==> src/rtl/run_event_tracker.sv <==
// Tracks ones/zeros runs from a detector code and reports each finished run over valid/ready.
// All outputs registered (report one cycle after run end); a report ending while one is held unaccepted is dropped and flagged.
module run_event_tracker #(
  parameter int CNT_W = 8
) (
  input  logic             clk,
  input  logic             rst_n,
  input  logic [1:0]       det_in,
  input  logic             clr,
  output logic             rpt_valid,
  input  logic             rpt_ready,
  output logic             rpt_type,
  output logic [CNT_W-1:0] rpt_len,
  output logic [CNT_W-1:0] ones_events,
  output logic [CNT_W-1:0] zeros_events,
  output logic [CNT_W-1:0] longest_run,
  output logic             rpt_ovf,
  output logic             code_err
);

  typedef enum logic [1:0] {
    IDLE     = 2'b00,
    RUN_ONE  = 2'b01,
    RUN_ZERO = 2'b10
  } state_t;

  localparam logic [CNT_W-1:0] CNT_MAX = '1;
  localparam logic [CNT_W-1:0] CNT_ONE = CNT_W'(1);

  state_t           state_q, state_d;
  logic [CNT_W-1:0] len_q, len_d;
  logic [CNT_W-1:0] ones_q, ones_d;
  logic [CNT_W-1:0] zeros_q, zeros_d;
  logic [CNT_W-1:0] longest_q, longest_d;
  logic [CNT_W-1:0] rpt_len_q, rpt_len_d;
  logic             rpt_vld_q, rpt_vld_d;
  logic             rpt_type_q, rpt_type_d;
  logic             ovf_q, ovf_d;
  logic             err_q, err_d;

  logic [1:0]       code;
  logic             run_end;
  logic             end_type;

  function automatic logic [CNT_W-1:0] sat_inc(input logic [CNT_W-1:0] v);
    return (v == CNT_MAX) ? v : v + CNT_ONE;
  endfunction

  always_comb begin
    state_d    = state_q;
    len_d      = len_q;
    ones_d     = ones_q;
    zeros_d    = zeros_q;
    longest_d  = longest_q;
    rpt_len_d  = rpt_len_q;
    rpt_vld_d  = rpt_vld_q;
    rpt_type_d = rpt_type_q;
    ovf_d      = ovf_q;
    err_d      = err_q;
    run_end    = 1'b0;
    end_type   = 1'b0;
    // The illegal code behaves exactly like "no run" apart from the sticky flag.
    code       = (det_in == 2'b10) ? 2'b00 : det_in;

    if (clr) begin
      state_d    = IDLE;
      len_d      = '0;
      ones_d     = '0;
      zeros_d    = '0;
      longest_d  = '0;
      rpt_len_d  = '0;
      rpt_vld_d  = 1'b0;
      rpt_type_d = 1'b0;
      ovf_d      = 1'b0;
      err_d      = 1'b0;
    end else begin
      if (det_in == 2'b10) err_d = 1'b1;

      case (state_q)
        IDLE: begin
          if (code == 2'b01) begin
            state_d = RUN_ONE;
            len_d   = CNT_ONE;
            ones_d  = sat_inc(ones_q);
          end else if (code == 2'b11) begin
            state_d = RUN_ZERO;
            len_d   = CNT_ONE;
            zeros_d = sat_inc(zeros_q);
          end
        end
        RUN_ONE: begin
          if (code == 2'b01) begin
            len_d = sat_inc(len_q);
          end else if (code == 2'b11) begin
            run_end  = 1'b1;
            end_type = 1'b0;
            state_d  = RUN_ZERO;
            len_d    = CNT_ONE;
            zeros_d  = sat_inc(zeros_q);
          end else begin
            run_end  = 1'b1;
            end_type = 1'b0;
            state_d  = IDLE;
            len_d    = '0;
          end
        end
        RUN_ZERO: begin
          if (code == 2'b11) begin
            len_d = sat_inc(len_q);
          end else if (code == 2'b01) begin
            run_end  = 1'b1;
            end_type = 1'b1;
            state_d  = RUN_ONE;
            len_d    = CNT_ONE;
            ones_d   = sat_inc(ones_q);
          end else begin
            run_end  = 1'b1;
            end_type = 1'b1;
            state_d  = IDLE;
            len_d    = '0;
          end
        end
        default: begin
          state_d = IDLE;
          len_d   = '0;
        end
      endcase

      if (rpt_vld_q && rpt_ready) rpt_vld_d = 1'b0;

      // A slot freed by this edge's handshake can take the new report immediately.
      if (run_end) begin
        longest_d = (len_q > longest_q) ? len_q : longest_q;
        if (!rpt_vld_q || rpt_ready) begin
          rpt_vld_d  = 1'b1;
          rpt_type_d = end_type;
          rpt_len_d  = len_q;
        end else begin
          ovf_d = 1'b1;
        end
      end
    end
  end

  always_ff @(posedge clk or negedge rst_n) begin
    if (!rst_n) begin
      state_q    <= IDLE;
      len_q      <= '0;
      ones_q     <= '0;
      zeros_q    <= '0;
      longest_q  <= '0;
      rpt_len_q  <= '0;
      rpt_vld_q  <= 1'b0;
      rpt_type_q <= 1'b0;
      ovf_q      <= 1'b0;
      err_q      <= 1'b0;
    end else begin
      state_q    <= state_d;
      len_q      <= len_d;
      ones_q     <= ones_d;
      zeros_q    <= zeros_d;
      longest_q  <= longest_d;
      rpt_len_q  <= rpt_len_d;
      rpt_vld_q  <= rpt_vld_d;
      rpt_type_q <= rpt_type_d;
      ovf_q      <= ovf_d;
      err_q      <= err_d;
    end
  end

  assign rpt_valid    = rpt_vld_q;
  assign rpt_type     = rpt_type_q;
  assign rpt_len      = rpt_len_q;
  assign ones_events  = ones_q;
  assign zeros_events = zeros_q;
  assign longest_run  = longest_q;
  assign rpt_ovf      = ovf_q;
  assign code_err     = err_q;

endmodule

==> config.mk <==
export PLATFORM = sky130hd
export DESIGN_NAME = run_event_tracker
export DESIGN_NICKNAME = d
export VERILOG_FILES = /design/src/rtl/run_event_tracker.sv
export SDC_FILE = /design/constraint.sdc
export NUM_CORES = 1
export LEC_CHECK = 0
export CELL_PAD_IN_SITES_DETAIL_PLACEMENT = 2
export CELL_PAD_IN_SITES_GLOBAL_PLACEMENT = 2
export CORE_MARGIN = 8
export CORE_UTILIZATION = 30
export CTS_BUF_LIST = sky130_fd_sc_hd__clkbuf_2
export DETAILED_ROUTE_END_ITERATION = 12
export PLACE_DENSITY = 0.77
export SYNTH_ARGS = -nofsm -noshare
export SYNTH_HDL_FRONTEND = slang
export SYNTH_SLANG_ARGS = --single-unit
==> constraint.sdc <==
create_clock -name clk -period 4.3 [get_ports clk]
set_clock_uncertainty 0.15 [all_clocks]
set_input_delay 1.075 -clock clk [delete_from_list [all_inputs] [get_ports clk]]
set_output_delay 1.075 -clock clk [all_outputs]
set_load 0.01 [all_outputs]
### Word-level counts from Yosys, hierarchy flattened

Index checks and enable logic that the tools add are counted.

| cells by class | value |
|---|---|
| add/sub/neg operators | 3 |
| order comparisons | 1 |
| eq/ne operators | 14 |
| multiplexer cells | 51 |
| reduce and logical (&&, ||, !) cells | 18 |

Operator list:

| kind | number |
|---|---|
| two-way mux 8 bit | 21 |
| adder 8 x 1 -> 8 bit, second input constant | 3 |
| == test 8 bit, second input constant | 3 |
| case mux 8 bit (3 select lines) | 1 |
| two-way mux 1 bit | 19 |
| case mux 8 bit (2 select lines) | 1 |
| two-way mux 2 bit | 7 |
| nonzero test 2 bit | 6 |
| > comparator 8 bit | 1 |
| AND reduction 2 bit | 4 |
| == test 2 bit, second input constant | 3 |
| != test 2 bit, second input constant | 3 |
| != test 3 bit, second input constant | 2 |
| case mux 2 bit (3 select lines) | 1 |
| == test 2 x 1 -> 1 bit, second input constant | 2 |
| != test 4 bit, second input constant | 1 |
| AND reduction 4 bit | 1 |
| AND reduction 3 bit | 1 |
| nonzero test 3 bit | 1 |
| logical NOT 2 bit | 1 |
| case mux 1 bit (2 select lines) | 1 |
| OR reduction 2 bit | 1 |
| logical AND 1 bit | 1 |
| logical NOT 1 bit | 1 |
| logical OR 1 bit | 1 |

| storage, ports and cells | value |
|---|---|
| register bits | 46 |
| bits of input ports | 6 |
| logic and storage cells | 97 |

### Depth between registers and ports, before layout

| depth | value |
|---|---|
| word-level depth | 8 |
| gate-level depth with buffers | 7 |
| depth with buffers taken out | 7 |

### Worst setup path after synthesis

No wires, ideal clock.

| timing path | value |
|---|---|
| kind | input to register |
| from | in det_in[0] |
| to | reg longest_q[0] (netlist: longest_run[0]) |
| library setup time | 79 ps |
| arrival time | 2164 ps |
| slack | 1906 ps |
| cell stages on the path | 6 |
| path through | buf_4 > a21boi_2 > o221a_2 > o21ai_2 > a21oi_4 > mux2i_1 |

| on the way | value |
|---|---|
| cells in the longest elaborated chain, start to end | 8 |
| elaborated cells on any way between the ends | 10 |
| classes of those cells | eq/ne (3); mux (5); reduce/logical (2) |

Ends and longest elaborated chain:

| element | line | RTL |
|---|---|---|
| from (decl) | 8 | `input logic [1:0] det_in,` |
| == test 2 bit | 63 | `code = (det_in == 2'b10) ? 2'b00 : det_in;` |
| two-way mux 2 bit * | 63 |  |
| == test 2 bit / == test 2 x 1 -> 1 bit (equally long branches) | 108, 92 |  |
| two-way mux 1 bit, on equally long branches | 108, 92 |  |
| case mux 1 bit (2 select lines) * | 79 | `case (state_q)` |
| two-way mux 1 bit * | 65 | `if (clr) begin` |
| nonzero test 2 bit (no source line) * | -- |  |
| AND reduction 2 bit (no source line) * | -- |  |
| to (signal assigned) | 162 | `longest_q <= longest_d;` |
| to (decl) | 34 | `logic [CNT_W-1:0] longest_q, longest_d;` |

Every way passes the cells marked *; elsewhere a longest branch is shown, timed or not. The select of a mux whose other input is x is not followed.
A chain may end at the register's enable or synchronous reset.

### Worst setup path in the final report

| timing path | value |
|---|---|
| from | reg ones_q[7] (netlist: ones_events[7]) |
| to | out ones_events[7] |

RTL lines:

| element | line | RTL |
|---|---|---|
| from (decl) | 32 | `logic [CNT_W-1:0] ones_q, ones_d;` |
| from (signal assigned) | 160 | `ones_q <= ones_d;` |
| to (decl) | 14 | `output logic [CNT_W-1:0] ones_events,` |

No word-level cell between the ends.

==> summary.md <==
| Metric | Value |
|---|---|
| Status | `finished clean` |
| Period utilisation layout | `64.8%` |
| Clock-pin slew reported for the worst setup and hold paths after clock tree synthesis | `0.26 ns` |
| Max-cap violations | `0` |
| Post-synth net total | `277` |
| Post-synthesis async set-or-reset flop share | `100%` |
| Critical R2R Capture | `longest_run[4]` |
| Cell count after synthesis | `256` |
| Maximum net fanout on the critical path | `6` |
| Mean instance size in the synthesized netlist | `9.96 µm²` |
| Sequential-to-total area share from yosys stat | `45.2%` |
| Final-report max-slew violation count | `0` |
| Die outline width | `108 µm` |
| RSZ-0062 raised after global routing | `no` |
| CTS H-tree depth | `2` |
| Post-cts hold buffer count | `0` |
| Sum of net half-perimeters after detailed placement | `5210 µm` |
| Crit path buf inv count | `1` |
| Fraction of post-synthesis cell area in the top cell type by area | `45.2%` |
| Antenna violations before repair | `0` |
| Power Total | `819 µW` |
| Total of flip-flops plus latches after synthesis | `46` |
| Logic depth of the worst setup path including buffers | `1` |
| Via total after detailed routing | `2089` |
| Number of diodes | `0` |
| Per-cell routed wire length | `17.4 µm` |
| CP startpoint | `ones_events[7]` |
| Worst R2R Setup Slack | `2.08 ns` |
| Via count of the first global-routing pass | `2389` |
| Crit. End Element | `output port` |
| Number of setup buffers added after CTS | `0` |
| Placement Rows | `33` |
| Yosys top cell by area | `sky130_fd_sc_hd__dfrtp_1` |
| Ordered cell list for the critical path | `clkdlybuf4s50_1` |
| Most frequent cell after synthesis | `sky130_fd_sc_hd__dfrtp_1` |
| Wire length of the first global-routing pass | `12100 µm` |
| DR vias/cell | `5.17` |
| Crit path time final | `2.78 ns` |
| Port-buffer cells | `41` |
| Number of placed I/O pins | `42` |
| Critical-path cell with the highest stage delay | `sky130_fd_sc_hd__clkdlybuf4s50_1` |
| Hold Fails Final Rpt | `0` |
| Pin slew with the least headroom to its limit | `1.07 ns` |
| CTS tree | `yes` |
| Total Routing Usage GR | `12.9%` |
| Die Ht | `108 µm` |
| Fin Hold WS | `0.376 ns` |
| Most common library cells after synthesis | `sky130_fd_sc_hd__dfrtp_1, sky130_fd_sc_hd__nor2_1, sky130_fd_sc_hd__nand2b_1` |
| Cell types occupying the most area after synthesis | `sky130_fd_sc_hd__dfrtp_1, sky130_fd_sc_hd__ha_1, sky130_fd_sc_hd__nand2b_1` |
| Category of cells accounting for the largest share of critical-path delay | `buffers and inverters` |
| Initial Util | `31.0%` |
| Maximum clock insertion buffer count | `2` |
| Overall routed net length | `7020 µm` |
| Number of warnings reported in the yosys synthesis log | `0` |
| End point of the critical path | `ones_events[7]` |
| Startpoint type of the worst setup path | `flop` |
| Antenna-violating nets left | `0` |
| Cell Area, Synth | `2550 µm²` |
| Clock latency on the worst-skew pair | `0.44 ns` |
| Pin count of the biggest net entering global routing | `47` |
| Cells on worst reg2reg path | `7` |
| Final estimated routing congestion in global placement | `0.734` |
| Required time at the worst-slack endpoint | `3.07 ns` |
| Number of distinct library cells after synthesis | `46` |
| Power Dens Cells | `262 nW/µm²` |
| Startpoint of the worst-slack reg-to-reg timing path | `state_q[0]` |
| Critical path class | `reg2out` |
| Clk root buf | `sky130_fd_sc_hd__clkbuf_2` |
| Post-route DRC | `0` |
| Cell leakage power | `1.30 nW` |
| Number of search-and-repair iterations in the first detailed-routing pass | `4` |
| Area of the core | `8220 µm²` |
| Main flop type after synthesis | `sky130_fd_sc_hd__dfrtp_1` |
| Post-CTS Resized | `0` |
| Clock net sink count | `46` |
| Remaining global-route overflow | `0` |
| Number of enable-type register cells in the synthesized netlist | `0` |
| Layout-stage area growth over the synthesis result | `22.8%` |
| Share of post-route cells with drive strength above 1 | `7.36%` |
| Highest clock frequency the design can meet | `0.359 GHz` |
| Worst vdd ir | `0.123 mV` |
| Max stage delay on crit path | `0.60 ns` |
| Setup-violating endpoint count in the final report | `0` |
| Setup TNS Final | `0 ns` |
| Data arrival at the endpoint of the critical path | `1.56 ns` |
| 1st-iter DRT viols | `43` |
| Remaining max-slew budget at the tightest pin | `28.7%` |
| Die area | `11700 µm²` |
| Number of nets in the layout | `319` |
| Num CTS Buffers | `5` |
| Hold Crit Class | `reg2reg` |
==> logic make-up (layout without fill, tap and decap cells) <==
| kind of cell | Yosys count | in the layout | share of synthesized area [%] |
|---|---|---|---|
| AOI/OAI and AO/OA | 60 | 60 | 17.0 |
| adders and majority gates | 15 | 15 | 7.36 |
| DFF | 46 | 46 | 45.2 |
| and+or+nand+nor | 90 | 90 | 18.3 |
| buffers and inverters | 21 | 64 | 3.29 |
| xor gates and xnor gates | 12 | 12 | 4.12 |
| muxes | 12 | 12 | 4.81 |
==> power breakdown <==
| group | leakage, nW | internal (mW) | switching [mW] |
|---|---|---|---|
| Combinational | 0.623 | 0.0447 | 0.0714 |
| Clock | 0.0392 | 0.100 | 0.150 |
| Sequential | 0.638 | 0.442 | 0.0109 |
==> sequential cells by signal (all words and copies together), names as in the netlist <==
name / count
len_q: 8
longest_run: 8
ones_events: 8
rpt_len: 8
zeros_events: 8
state_q: 2
code_err: 1
rpt_ovf: 1
rpt_type: 1
rpt_valid: 1
==> through the flow <==
step                      instances  cell area (µm²)  worst slack, ns  util [%]
after floorplan                 256             2550             1.91         -
after detailed placement        396             3060             1.17      37.3
after global routing            404             3130             1.39      38.1
after global placement          396             3060             1.24      37.3
after CTS                       404             3130             1.46      38.1
final                           404             3130             1.52      38.1
==> area by class of cell <==
class                      instances  area [µm²]
fill                             913        5090
multi-input combinational        189        1310
sequential                        46        1150
timing repair buffer              42         413
tap                              105         131
inverter                          14        52.6
clock inverter                     2        37.5
clock buffer                       6        30.0
==> how the worst min path moves through the flow <==
stage          startpoint    endpoint  slack, ns  cells after the start
2_1_floorplan  state_q[1]  state_q[1]       0.35                      2
3_3_place_gp   rpt_len[7]  rpt_len[7]       0.32                      2
3_5_place_dp   rpt_len[7]  rpt_len[7]       0.33                      2
4_1_cts        rpt_len[7]  rpt_len[7]       0.39                      2
5_1_grt        rpt_len[4]  rpt_len[4]       0.41                      1
6_report       rpt_len[7]  rpt_len[7]       0.38                      2
==> cell usage in the layout, fill, tap and decap left out, drive strengths merged, types with 2 or more instances in the layout <==
cell type / instances
nor2b: 2
a21oi: 15
mux2: 2
buf: 2
clkbuf: 6
o211ai: 2
nor2: 25
xor2: 6
nand3: 10
nand4: 4
inv: 14
a311oi: 2
a22o: 11
o21ai: 18
nor3: 5
xnor2: 6
nand2: 14
and3: 7
nand2b: 18
mux2i: 10
dfrtp: 46
clkdlybuf4s50: 40
ha: 15
==> metal layers <==
| layer | track usage [%] | vias up | share of wire, % |
|---|---|---|---|
| met5 | 0 | - | 0 |
| met2 | 21.8 | 34 | 49 |
| li1 | - | 991 | - |
| met4 | 4.06 | 0 | 1.2 |
| met3 | 2.62 | 6 | 3.6 |
| met1 | 15.9 | 1058 | 46 |
Power figures use the tool's default switching activity.
